--- src/rtl/mul_div_unit_pkg.sv ---
// Shared encodings for the iterative multiply/divide unit.
// The decoder and hazard unit import the same op constants.
package mul_div_unit_pkg;

  typedef enum logic [1:0] {
    MD_MULT  = 2'b00,
    MD_MULTU = 2'b01,
    MD_DIV   = 2'b10,
    MD_DIVU  = 2'b11
  } md_op_e;

  typedef enum logic [1:0] {
    MD_IDLE = 2'b00,
    MD_CALC = 2'b01,
    MD_FIX  = 2'b10
  } md_state_e;

  function automatic logic md_is_signed(input md_op_e op);
    return (op == MD_MULT) || (op == MD_DIV);
  endfunction

  function automatic logic md_is_div(input md_op_e op);
    return op[1];
  endfunction

endpackage

--- src/rtl/mul_div_unit_if.sv ---
// Request/result bundle between EX-stage issue logic (master) and the
// multiply/divide unit (slave).
interface mul_div_unit_if #(parameter int WIDTH = 32);
  logic             start;
  logic [1:0]       op;
  logic [WIDTH-1:0] a;
  logic [WIDTH-1:0] b;
  logic             flush;
  logic             busy;
  logic             done;
  logic [WIDTH-1:0] hi;
  logic [WIDTH-1:0] lo;
  logic             dbz;

  modport master (
    output start, op, a, b, flush,
    input  busy, done, hi, lo, dbz
  );

  modport slave (
    input  start, op, a, b, flush,
    output busy, done, hi, lo, dbz
  );
endinterface

--- src/rtl/mul_div_unit_sign_fix.sv ---
// Conditional two's-complement negate: magnitude extraction on the way in,
// sign correction on the way out.
module md_sign_fix #(
  parameter int N = 32
) (
  input  logic [N-1:0] i_val,
  input  logic         i_neg,
  output logic [N-1:0] o_res
);
  assign o_res = i_neg ? (~i_val + {{(N-1){1'b0}}, 1'b1}) : i_val;
endmodule

--- src/rtl/mul_div_unit.sv ---
// Iterative MULT/MULTU/DIV/DIVU unit: one bit per cycle on magnitudes,
// sign correction in a final FIX cycle, results held in HI/LO.
module mul_div_unit
  import mul_div_unit_pkg::*;
#(
  parameter int WIDTH = 32
) (
  input  logic           clk,
  input  logic           rst,
  mul_div_unit_if.slave  md
);
  localparam int CNT_W = $clog2(WIDTH);

  md_state_e          r_state;
  md_op_e             r_op;
  logic [CNT_W-1:0]   r_cnt;
  logic [2*WIDTH-1:0] r_acc;
  logic [WIDTH:0]     r_rem;
  logic [WIDTH-1:0]   r_mag_b;
  logic [WIDTH-1:0]   r_a_orig;
  logic               r_neg_q;
  logic               r_neg_r;
  logic               r_busy;
  logic               r_done;
  logic [WIDTH-1:0]   r_hi;
  logic [WIDTH-1:0]   r_lo;
  logic               r_dbz;

  md_op_e             w_op_in;
  logic               w_in_signed;
  logic               w_a_neg;
  logic               w_b_neg;
  logic [WIDTH-1:0]   w_a_mag;
  logic [WIDTH-1:0]   w_b_mag;
  logic [WIDTH:0]     w_sum;
  logic [2*WIDTH-1:0] w_mul_next;
  logic [WIDTH+1:0]   w_shift;
  logic [WIDTH+1:0]   w_diff;
  logic               w_q_bit;
  logic [WIDTH:0]     w_rem_next;
  logic [WIDTH-1:0]   w_quo_next;
  logic [2*WIDTH-1:0] w_prod;
  logic [WIDTH-1:0]   w_quot;
  logic [WIDTH-1:0]   w_remd;

  assign w_op_in     = md_op_e'(md.op);
  assign w_in_signed = md_is_signed(w_op_in);
  assign w_a_neg     = w_in_signed & md.a[WIDTH-1];
  assign w_b_neg     = w_in_signed & md.b[WIDTH-1];

  md_sign_fix #(.N(WIDTH)) u_mag_a (.i_val(md.a), .i_neg(w_a_neg), .o_res(w_a_mag));
  md_sign_fix #(.N(WIDTH)) u_mag_b (.i_val(md.b), .i_neg(w_b_neg), .o_res(w_b_mag));

  // Shift-add: multiplier sits in the low half of r_acc and shifts out LSB first.
  assign w_sum      = {1'b0, r_acc[2*WIDTH-1:WIDTH]} +
                      (r_acc[0] ? {1'b0, r_mag_b} : {(WIDTH+1){1'b0}});
  assign w_mul_next = {w_sum, r_acc[WIDTH-1:1]};

  // Restoring divide: dividend shifts out of r_acc's low half, quotient shifts in.
  assign w_shift    = {r_rem, r_acc[WIDTH-1]};
  assign w_diff     = w_shift - {2'b00, r_mag_b};
  assign w_q_bit    = ~w_diff[WIDTH+1];
  assign w_rem_next = w_q_bit ? w_diff[WIDTH:0] : w_shift[WIDTH:0];
  assign w_quo_next = {r_acc[WIDTH-2:0], w_q_bit};

  md_sign_fix #(.N(2*WIDTH)) u_fix_prod (.i_val(r_acc), .i_neg(r_neg_q), .o_res(w_prod));
  md_sign_fix #(.N(WIDTH)) u_fix_quot (.i_val(r_acc[WIDTH-1:0]), .i_neg(r_neg_q), .o_res(w_quot));
  md_sign_fix #(.N(WIDTH)) u_fix_rem (.i_val(r_rem[WIDTH-1:0]), .i_neg(r_neg_r), .o_res(w_remd));

  // Control FSM, datapath registers and registered HI/LO/flags.
  always_ff @(posedge clk or posedge rst) begin
    if (rst) begin
      r_state  <= MD_IDLE;
      r_op     <= MD_MULT;
      r_cnt    <= {CNT_W{1'b0}};
      r_acc    <= {(2*WIDTH){1'b0}};
      r_rem    <= {(WIDTH+1){1'b0}};
      r_mag_b  <= {WIDTH{1'b0}};
      r_a_orig <= {WIDTH{1'b0}};
      r_neg_q  <= 1'b0;
      r_neg_r  <= 1'b0;
      r_busy   <= 1'b0;
      r_done   <= 1'b0;
      r_hi     <= {WIDTH{1'b0}};
      r_lo     <= {WIDTH{1'b0}};
      r_dbz    <= 1'b0;
    end else if (md.flush) begin
      r_state <= MD_IDLE;
      r_busy  <= 1'b0;
      r_done  <= 1'b0;
    end else begin
      case (r_state)
        MD_IDLE: begin
          r_done <= 1'b0;
          if (md.start) begin
            r_op     <= w_op_in;
            r_cnt    <= CNT_W'(WIDTH - 1);
            r_acc    <= {{WIDTH{1'b0}}, w_a_mag};
            r_rem    <= {(WIDTH+1){1'b0}};
            r_mag_b  <= w_b_mag;
            r_a_orig <= md.a;
            r_neg_q  <= w_a_neg ^ w_b_neg;
            r_neg_r  <= w_a_neg;
            r_busy   <= 1'b1;
            r_state  <= MD_CALC;
          end
        end
        MD_CALC: begin
          if (md_is_div(r_op)) begin
            r_rem             <= w_rem_next;
            r_acc[WIDTH-1:0]  <= w_quo_next;
          end else begin
            r_acc <= w_mul_next;
          end
          if (r_cnt == {CNT_W{1'b0}}) begin
            r_state <= MD_FIX;
          end else begin
            r_cnt <= r_cnt - {{(CNT_W-1){1'b0}}, 1'b1};
          end
        end
        MD_FIX: begin
          if (md_is_div(r_op)) begin
            // Zero divisor reports the original dividend, not its magnitude.
            if (r_mag_b == {WIDTH{1'b0}}) begin
              r_hi  <= r_a_orig;
              r_lo  <= {WIDTH{1'b1}};
              r_dbz <= 1'b1;
            end else begin
              r_hi  <= w_remd;
              r_lo  <= w_quot;
              r_dbz <= 1'b0;
            end
          end else begin
            r_hi  <= w_prod[2*WIDTH-1:WIDTH];
            r_lo  <= w_prod[WIDTH-1:0];
            r_dbz <= 1'b0;
          end
          r_done  <= 1'b1;
          r_busy  <= 1'b0;
          r_state <= MD_IDLE;
        end
        default: begin
          r_state <= MD_IDLE;
          r_busy  <= 1'b0;
          r_done  <= 1'b0;
        end
      endcase
    end
  end

  assign md.busy = r_busy;
  assign md.done = r_done;
  assign md.hi   = r_hi;
  assign md.lo   = r_lo;
  assign md.dbz  = r_dbz;

endmodule

--- src/flat_wrapper.sv ---
// flat-port wrapper written by rule: the top's interface ports become plain ports
module mul_div_unit_flat import mul_div_unit_pkg::*;
#(
  parameter int WIDTH = 32
)
  (clk, rst, md_start, md_op, md_a, md_b, md_flush, md_busy, md_done, md_hi, md_lo, md_dbz);
  mul_div_unit_if #(.WIDTH(WIDTH)) md_i ();
  input  logic clk;
  input  logic rst;
  input wire logic [$bits(md_i.start)-1:0] md_start;
  input wire logic [$bits(md_i.op)-1:0] md_op;
  input wire logic [$bits(md_i.a)-1:0] md_a;
  input wire logic [$bits(md_i.b)-1:0] md_b;
  input wire logic [$bits(md_i.flush)-1:0] md_flush;
  output wire logic [$bits(md_i.busy)-1:0] md_busy;
  output wire logic [$bits(md_i.done)-1:0] md_done;
  output wire logic [$bits(md_i.hi)-1:0] md_hi;
  output wire logic [$bits(md_i.lo)-1:0] md_lo;
  output wire logic [$bits(md_i.dbz)-1:0] md_dbz;
  assign md_i.start = md_start;
  assign md_i.op = md_op;
  assign md_i.a = md_a;
  assign md_i.b = md_b;
  assign md_i.flush = md_flush;
  assign md_busy = md_i.busy;
  assign md_done = md_i.done;
  assign md_hi = md_i.hi;
  assign md_lo = md_i.lo;
  assign md_dbz = md_i.dbz;
  mul_div_unit #(.WIDTH(WIDTH)) u_core (.clk(clk), .rst(rst), .md(md_i));
endmodule
--- config.mk ---
export PLATFORM = sky130hd
export DESIGN_NAME = mul_div_unit_flat
export DESIGN_NICKNAME = d
export VERILOG_FILES = /design/src/rtl/mul_div_unit_pkg.sv /design/src/rtl/mul_div_unit_if.sv /design/src/rtl/mul_div_unit_sign_fix.sv /design/src/rtl/mul_div_unit.sv /design/src/flat_wrapper.sv
export SDC_FILE = /design/constraint.sdc
export NUM_CORES = 1
export LEC_CHECK = 0
export BUFFER_PORTS_ARGS = -buffer_cell sky130_fd_sc_hd__buf_4
export CELL_PAD_IN_SITES_DETAIL_PLACEMENT = 1
export CELL_PAD_IN_SITES_GLOBAL_PLACEMENT = 2
export CORE_AREA = 3 3 220 222
export DETAILED_ROUTE_END_ITERATION = 12
export DIE_AREA = 0 0 223 225
export GPL_ROUTABILITY_DRIVEN = 0
export GPL_TIMING_DRIVEN = 0
export HOLD_SLACK_MARGIN = 0.06
export PLACE_DENSITY = 0.94
export SLEW_MARGIN = 5
export SYNTH_ARGS = -nofsm -noshare
export SYNTH_HDL_FRONTEND = slang
export SYNTH_HIERARCHICAL = 1
export SYNTH_SLANG_ARGS = --single-unit
--- constraint.sdc ---
create_clock -name clk -period 23.6 [get_ports clk]
set_input_delay 4.72 -clock clk [delete_from_list [all_inputs] [get_ports clk]]
set_output_delay 4.72 -clock clk [all_outputs]
set_load 0.005 [all_outputs]
# Yosys cells after proc, flatten, opt, wreduce, memory -nomap -nowiden
# Index checks and enable logic that the tools add are counted.
# word_totals
regBits	239
latchBits	0
ramBits	0
mem_bits_ro	0
output_inout_bits	67
word_cells	89
memories	0
# classes
n_addsub	8
multipliers	0
div	0
n_lt_le_gt_ge	0
eq_ne	10
shift	0
n_mux	32
bitwise_logic	10
n_reduce_logical	14
# ops
op	n
2-to-1 mux 32 bit	11
adder 32 x 1 -> 32 bit, second input constant	4
2-to-1 mux 64 bit	2
NOT 32 bit	4
one-hot mux 64 bit (2 select lines)	1
2-to-1 mux 33 bit	3
one-hot mux 33 bit (2 select lines)	1
adder 64 x 1 -> 64 bit, second input constant	1
NOT 64 bit	1
subtractor 34 x 32 -> 34 bit	1
adder 32 x 33 -> 33 bit	1
zero test 32 bit	1
AND reduction 4 bit	3
2-to-1 mux 5 bit	2
one-hot mux 5 bit (2 select lines)	1
inequality test 2 bit, second input constant	4
2-to-1 mux 2 bit	3
AND reduction 2 bit	3
AND reduction 3 bit	2
zero test 5 bit	1
2-to-1 mux 1 bit	5
subtractor 5 x 1 -> 5 bit, second input constant	1
== test 2 bit, second input constant	2
zero test 2 bit	2
other kinds (11)	14

# Longest topological paths before layout
# Gate-level depths: netlist of the first run.
# logic_depth
ltp_word	6
ltp_mapped	14
mapped_depth_nobuf	13

# Hierarchy
# The synthesis of the first run kept the hierarchy.
# by_module_without_submodules
mod	n_inst	cells_each	area_per_inst_um2
mul_div_unit	1	1696	14287.5
md_sign_fix (u_core.u_fix_quot ...)	4	99	777.0
md_sign_fix (u_core.u_fix_prod)	1	206	1649.1

# Least setup slack after synthesis of the first run
# Ideal clock, no wire load.
# synth_path
kind	input port to flip-flop
startpoint	input md_flush
endpoint	register u_core.r_cnt[4]
setup_time_ns	0.133
arrival_ns	6.061
setup_slack_ns	17.406
cell_stages	7
path_buffers	1
path_cell_list	nor2_1 > o21ai_0 > clkbuf_1 > a31oi_1 > nand3_1 > xor2_1 > nand2_1
# synth_via
elab_chain_len	2
# synth_lines
item	line	source
start, declared	flat_wrapper.sv:14	input wire logic [$bits(md_i.flush)-1:0] md_flush;
NOT 1 bit (no source line)	n/a	
AND reduction 4 bit (no source line)	n/a	
end signal, assigned	mul_div_unit.sv:75	r_cnt <= {CNT_W{1'b0}};
end signal, assigned	mul_div_unit.sv:97	r_cnt <= CNT_W'(WIDTH - 1);
end signal, assigned	mul_div_unit.sv:118	r_cnt <= r_cnt - {{(CNT_W-1){1'b0}}, 1'b1};
end, declared	mul_div_unit.sv:16	logic [CNT_W-1:0] r_cnt;
# Every way passes these cells.
# A chain may end at the register's enable or synchronous reset.

# Final worst setup path of the first run
# layout_path
startpoint	input md_start
endpoint	register u_core.r_rem[23]
# layout_via
elab_chain_len	2
# layout_lines
item	line	source
start, declared	flat_wrapper.sv:10	input wire logic [$bits(md_i.start)-1:0] md_start;
inequality test 2 bit (no source line)	n/a	
AND reduction 4 bit (no source line)	n/a	
end signal, assigned	mul_div_unit.sv:77	r_rem <= {(WIDTH+1){1'b0}};
end signal, assigned	mul_div_unit.sv:99	r_rem <= {(WIDTH+1){1'b0}};
end signal, assigned	mul_div_unit.sv:110	r_rem <= w_rem_next;
end, declared	mul_div_unit.sv:18	logic [WIDTH:0] r_rem;
# Every way passes these cells.

==> flow_summary.toml, run 1 <==
[global_route]
antenna_found_initial = 1
grt_first_pass_wirelength_um = 110000
grt_max_degree = 104
grt.overflow.total = 0
grt_usage_pct = 27.4
first_global_vias = 18707

[logic_synthesis]
ys_async_sr_fraction_pct = 100
synth_top_family_by_area = "simple AND/OR/NAND/NOR gates"
synth_xor_area_share_pct = 10.7
ys_ff_latch = 238
synthSimpleGateAreaFrac_pct = 22.3
synth-compound-area-share_pct = 22.1
synth_cell_types = 82
ys.warnings.count = 6
netlist_area_um2 = 19000
syn_inst = 2298
synthMuxAreaShare_pct = 4.54
yosys.area_share.adder_pct = 4.87
synth-edff-count = 0
seq_area_frac_synth_pct = 31.3
syn-mean-instance-area_um2 = 8.29
ys.flop_type = "dfrtp_1"
synth_nets = 2441

[floorplanning]
pin_count = 137
core_area_um2 = 46600
num_rows = 79
start_util_pct = 40.9
dieArea_um2 = 50200
die_h_um = 225
die_w_um = 223

[hold_path]
hold_path_class = "register to register"
worstHoldPathCells = 2
hold_path_startpoint = "u_core/md.hi[24]"
min_to = "u_core/md.hi[24]"

[clocking]
cts_buffer_depth = 3
cts-resized-gates = 0
numClockSinks = 238
clkTransAtPathRegs_ps = 60
numCtsBuffers = 29
cts_setup_buffers = 0
cts_hold_buf = 0
clkLatencyLatePin_ps = 580
cts-htree-levels = 1
cts-root-buf = "clkbuf_16"
cts_tree = "yes"

[sta]
min_period_over_period_pct = 30.0
max_freq_ghz = 0.141
finalHoldViolations = 0
worst_slew_pin_slew_ps = 1390
tns_ps = 0
rsz0062_at_grt = "no"
drv_slew = 0
timing.final.crit_period_ps = 7080
fin_ws_ps = 16520
slew_headroom_pct = 6.16
setup-violations-final = 0
clock_skew_ps = 23.2

[drt]
route.detailed.drc = 0
wl_per_cell_um = 23.0
antenna_left = 0
first_iter_violations = 1352
via_per_inst = 5.96
drtPass1Iterations = 5
wirelength_um = 71200
vias = 18441

[finish]
final_cell_count_no_fill = 3096
num_antenna_cells = 0
fin_nets = 2610
fillCellCount = 5586
drive_above_1_share_pct = 12.1
syn2layout_area_growth_pct = 14.7

[power_and_ir_drop]
ir_drop_uv = 56.7
power.density_nw_per_um2 = 74.5
power.leakage_nw = 9.21

[critical_path]
endpoint_kind = "register"
start_kind = "primary input"
r2r_slack_ps = 19400
arrival_ps = 7560
r2r_end = "u_core/r_rem[32]"
rr_startpoint = "u_core/r_acc[31]"
worstPathRequired_ps = 24090
worstSetupPathType = "primary input to register"
worstPathMaxFanout = 10
r2r_cells = 12

[outcome]
status = "finished, final reports clean"

[placed_design]
place_hpwl_um = 55900
post-place-ws_ps = 16040
dp.cells = 3043
io_buffers = 136

[run]
maxCapViolCount = 0
worst max-delay path, stage by stage:
cell and delay [ps]:
buf_4 120, o21ai_0 720, clkbuf_1 540, o21bai_1 540
clkbuf_1 600, a22oi_1 200, o21ai_1 120
routing by layer:
| layer | global-route usage (%) | vias up | routed length, µm |
|---|---|---|---|
| met5 | 0 | - | 10 |
| met4 | 8.02 | 2 | 2120 |
| met3 | 4.57 | 116 | 4570 |
| met2 | 45.2 | 561 | 32800 |
| met1 | 37.1 | 9248 | 31700 |
| li1 | - | 8514 | - |
report_power, final:
group	switching, W	internal, W	total (W)
registers	0.0000993	0.000452	0.000551
clock network	0.000191	0.000271	0.000461
logic	0.000373	0.000243	0.000617
total	0.000663	0.000966	0.00163
synthesized netlist by cell type, types with 7 or more instances:
cell | n | area (µm²)
o21a_1 | 12 | 90.1
o31ai_1 | 55 | 413
or2_2 | 12 | 75.1
nor2_1 | 121 | 454
or4_1 | 8 | 60.1
o21ai_1 | 24 | 120
o21ai_0 | 289 | 1450
clkbuf_1 | 83 | 312
nand2b_1 | 25 | 156
nand2_1 | 420 | 1580
nor4_4 | 17 | 362
o31ai_2 | 7 | 87.6
xnor2_1 | 214 | 1870
and2_1 | 38 | 238
a22o_1 | 32 | 280
mux2i_1 | 83 | 831
dfrtp_1 | 238 | 5960
buf_1 | 21 | 78.8
nand4_1 | 23 | 144
o41ai_2 | 20 | 325
and3_1 | 10 | 62.6
a211oi_1 | 9 | 67.6
nor3_1 | 24 | 120
xor2_1 | 19 | 166
ha_1 | 71 | 888
buf_2 | 8 | 40.0
a21o_1 | 19 | 143
inv_1 | 64 | 240
or2b_1 | 8 | 60.1
o41ai_1 | 30 | 263
or3_1 | 19 | 119
o211ai_1 | 7 | 52.6
nor4_1 | 20 | 125
a21oi_1 | 86 | 430
nand3_1 | 28 | 140
nor2b_1 | 24 | 150
a31oi_1 | 12 | 75.1
stage by stage:
step / total power [W] / utilization [%] / hold slack (ps) / cell area, µm²
after floorplan: 0.000950 / - / 445 / 19000
after global placement: 0.00113 / 44.7 / 466 / 20800
after detailed placement: 0.00116 / 44.9 / 467 / 20900
after CTS: 0.00162 / 46.9 / 483 / 21900
after global routing: 0.00171 / 46.9 / 507 / 21900
final: 0.00163 / 46.9 / 481 / 21900
kinds of logic (layout without fill, tap and decap cells):
logic type	after synthesis	count (layout)
flops	238	238
compound gates	646	646
buf+inv	189	380
fa+ha+maj	73	73
xor+xnor	233	233
simple gates	833	833
mux	86	86
registers in the layout (all words and copies together), names as in the netlist:
signal / cells
u_core/md.busy: 1
u_core/r_state: 2
u_core/r_a_orig: 32
u_core/r_mag_b: 32
u_core/md.done: 1
u_core/md.lo: 32
u_core/r_acc: 64
u_core/md.hi: 32
u_core/r_op: 1
u_core/md.dbz: 1
u_core/r_neg_r: 1
u_core/r_neg_q: 1
u_core/r_rem: 33
u_core/r_cnt: 5
how the worst max path moves through the flow:
stage | slack, ps | depth (start not counted) | end | startpoint
2_1_floorplan | 12350 | 1 | u_core/md.busy | rst
3_3_place_gp | 9530 | 2 | u_core/r_rem[8] | rst
3_5_place_dp | 16040 | 7 | u_core/r_rem[23] | md_start
4_1_cts | 16630 | 7 | u_core/r_rem[23] | md_start
5_1_grt | 16500 | 7 | u_core/r_rem[23] | md_start
6_report | 16520 | 7 | u_core/r_rem[23] | md_start
cells in the final DEF, fill, tap and decap left out, drive strengths merged, types with 38 or more instances in the layout:
cell    count
nand2     420
o21ai     313
dfrtp     238
xnor2     214
buf       178
clkbuf    123
nor2      122
a21oi      89
mux2i      83
ha         71
inv        64
o31ai      62
o41ai      51
and2       38
nor4       38
final cells by class:
class	instances	area, µm²	area share [%]
multi-input cells	1871	12300	56.3
flip-flops and latches	238	5960	27.3
repair buffers	138	1080	4.92
clock buffers	38	800	3.66
well taps	607	759	3.48
plain buffers	125	554	2.54
inverters	64	248	1.13
clock inverters	15	166	0.761
No activity file was read; power rests on OpenSTA's default activity.
==> run 2, diff against run 1 <==
--- a/config.mk
+++ b/config.mk
@@ -8,13 +8,13 @@
 export BUFFER_PORTS_ARGS = -buffer_cell sky130_fd_sc_hd__buf_4
 export CELL_PAD_IN_SITES_DETAIL_PLACEMENT = 1
 export CELL_PAD_IN_SITES_GLOBAL_PLACEMENT = 2
-export CORE_AREA = 3 3 220 222
+export CORE_AREA = 3 3 228 230
 export DETAILED_ROUTE_END_ITERATION = 12
-export DIE_AREA = 0 0 223 225
+export DIE_AREA = 0 0 231 233
 export GPL_ROUTABILITY_DRIVEN = 0
 export GPL_TIMING_DRIVEN = 0
 export HOLD_SLACK_MARGIN = 0.06
-export PLACE_DENSITY = 0.94
+export PLACE_DENSITY = 0.89
 export SLEW_MARGIN = 5
 export SYNTH_ARGS = -nofsm -noshare
 export SYNTH_HDL_FRONTEND = slang
==> constraint.sdc (replaced) <==
create_clock -name clk -period 7.35 [get_ports clk]
set_input_delay 1.47 -clock clk [delete_from_list [all_inputs] [get_ports clk]]
set_output_delay 1.47 -clock clk [all_outputs]
set_load 0.005 [all_outputs]
==> flow_summary.toml, run 2 (synthesis results as in run 1) <==
[global_route]
grt_usage_pct = 26.0
antenna_found_initial = 0
first_global_vias = 18648
grt_first_pass_wirelength_um = 110000
grt.overflow.total = 0
grt_max_degree = 40

[clocking]
cts_tree = "yes"
cts-htree-levels = 1
clkLatencyLatePin_ps = 600
cts-root-buf = "clkbuf_16"
cts_setup_buffers = 0
numClockSinks = 238
cts-resized-gates = 0
numCtsBuffers = 30
cts_buffer_depth = 3
clkTransAtPathRegs_ps = 60
cts_hold_buf = 0

[drt]
route.detailed.drc = 0
wl_met3_um = 4410
wl_per_cell_um = 22.7
wirelength_met1_um = 32200
wirelength_um = 72000
antenna_left = 0
met2WireLength_um = 33700
drtPass1Iterations = 7
via_per_inst = 5.81
vias = 18398
top_layer = "met4"
first_iter_violations = 1291

[finish]
largest_register_ffs = 64
fin_nets = 2616
syn2layout_area_growth_pct = 16.3
regMostFlops = "u_core/r_acc"
layout_commonest_cell = "nand2_1"
num_antenna_cells = 0
drive_above_1_share_pct = 12.6
fillCellCount = 6062
reg.largest.list = "u_core/r_acc x64, u_core/r_rem x33"
mostFrequentLayoutCells = "420 x nand2_1, 289 x o21ai_0, 238 x dfrtp_1"
fin_area_um2 = 22200

[critical_path]
start_kind = "register"
rr_startpoint = "u_core/r_acc[0]"
worstPathMaxFanout = 16
startpoint = "u_core/r_acc[0]"
worstPathRequired_ps = 7810
endpoint_kind = "register"
worstSetupPathType = "register to register"
arrival_ps = 4450
r2r_slack_ps = 3360

[sta]
min_period_over_period_pct = 54.3
worst_slew_pin_slew_ps = 1050
whs_ps = 475
finalHoldViolations = 0
tns_ps = 0
clock_skew_ps = 33.1
timing.final.crit_period_ps = 3990
slew_headroom_pct = 29.5
max_freq_ghz = 0.250
rsz0062_at_grt = "no"
drv_slew = 0
setup-violations-final = 0

[power_and_ir_drop]
ir_drop_uv = 197
power.leakage_nw = 9.31
power.density_nw_per_um2 = 243

[placed_design]
placed_area_um2 = 21100
place_hpwl_um = 57100
io_buffers = 136

[hold_path]
hold_path_class = "register to register"
hold_path_startpoint = "u_core/md.lo[8]"

[floorplanning]
core_area_um2 = 50100
die_w_um = 231
die_h_um = 233
num_rows = 82
dieArea_um2 = 53800
start_util_pct = 38.0
pin_count = 137

[run]
maxCapViolCount = 0

[outcome]
status = "finished, final reports clean"
run 2: final cells by class:
class                   instances  area [µm²]  area share [%]
clock buffers                  37         858            3.87
repair buffers                143        1170            5.27
flip-flops and latches        238        5960            26.9
well taps                     672         841            3.79
inverters                      64         244            1.10
multi-input cells            1871       12300            55.5
plain buffers                 125         554            2.50
clock inverters                18         234            1.06
run 2: metal layers:
layer	GRT usage, %	vias up
met2	43.6	549
met5	0	-
met3	3.95	101
li1	-	8523
met1	35.2	9225
met4	6.78	0
run 2: critical path: stages (launching register included):
cell      delay (ps)
dfrtp_1          770
clkbuf_1         400
nand2_1          170
inv_1             80
ha_1             240
a211oi_1         370
o211ai_1         240
a32o_1           360
a221oi_2         310
o21ai_0          140
and2_1           200
or3_1            310
a32o_1           250
run 2: through the flow:
| step | total power [W] | utilization, % | instances | setup slack (ps) |
|---|---|---|---|---|
| 2_1_floorplan | 0.00305 | - | 2298 | 2760 |
| 3_3_place_gp | 0.00364 | 41.8 | 3106 | 1170 |
| 3_5_place_dp | 0.00372 | 42.1 | 3113 | 2980 |
| 4_1_cts | 0.00538 | 44.2 | 3168 | 3190 |
| 5_1_grt | 0.00567 | 44.3 | 3168 | 3100 |
| 6_report | 0.00539 | 44.3 | 3168 | 3360 |
run 2: path summary, 6_finish.rpt:
check                                    to  cells after the start
max                        u_core/r_acc[52]                     12
min                         u_core/md.lo[8]                      2
max reg2reg                u_core/r_acc[52]                     12
min reg2reg                 u_core/md.lo[8]                      2
max in group asynchronous   u_core/r_rem[2]                      6
min in group asynchronous  u_core/md.hi[12]                      3
run 2: report_power, final:
group          internal (W)  switching (W)
sequential          0.00145       0.000321
combinational      0.000787        0.00120
clock               0.00100       0.000632
total               0.00324        0.00215
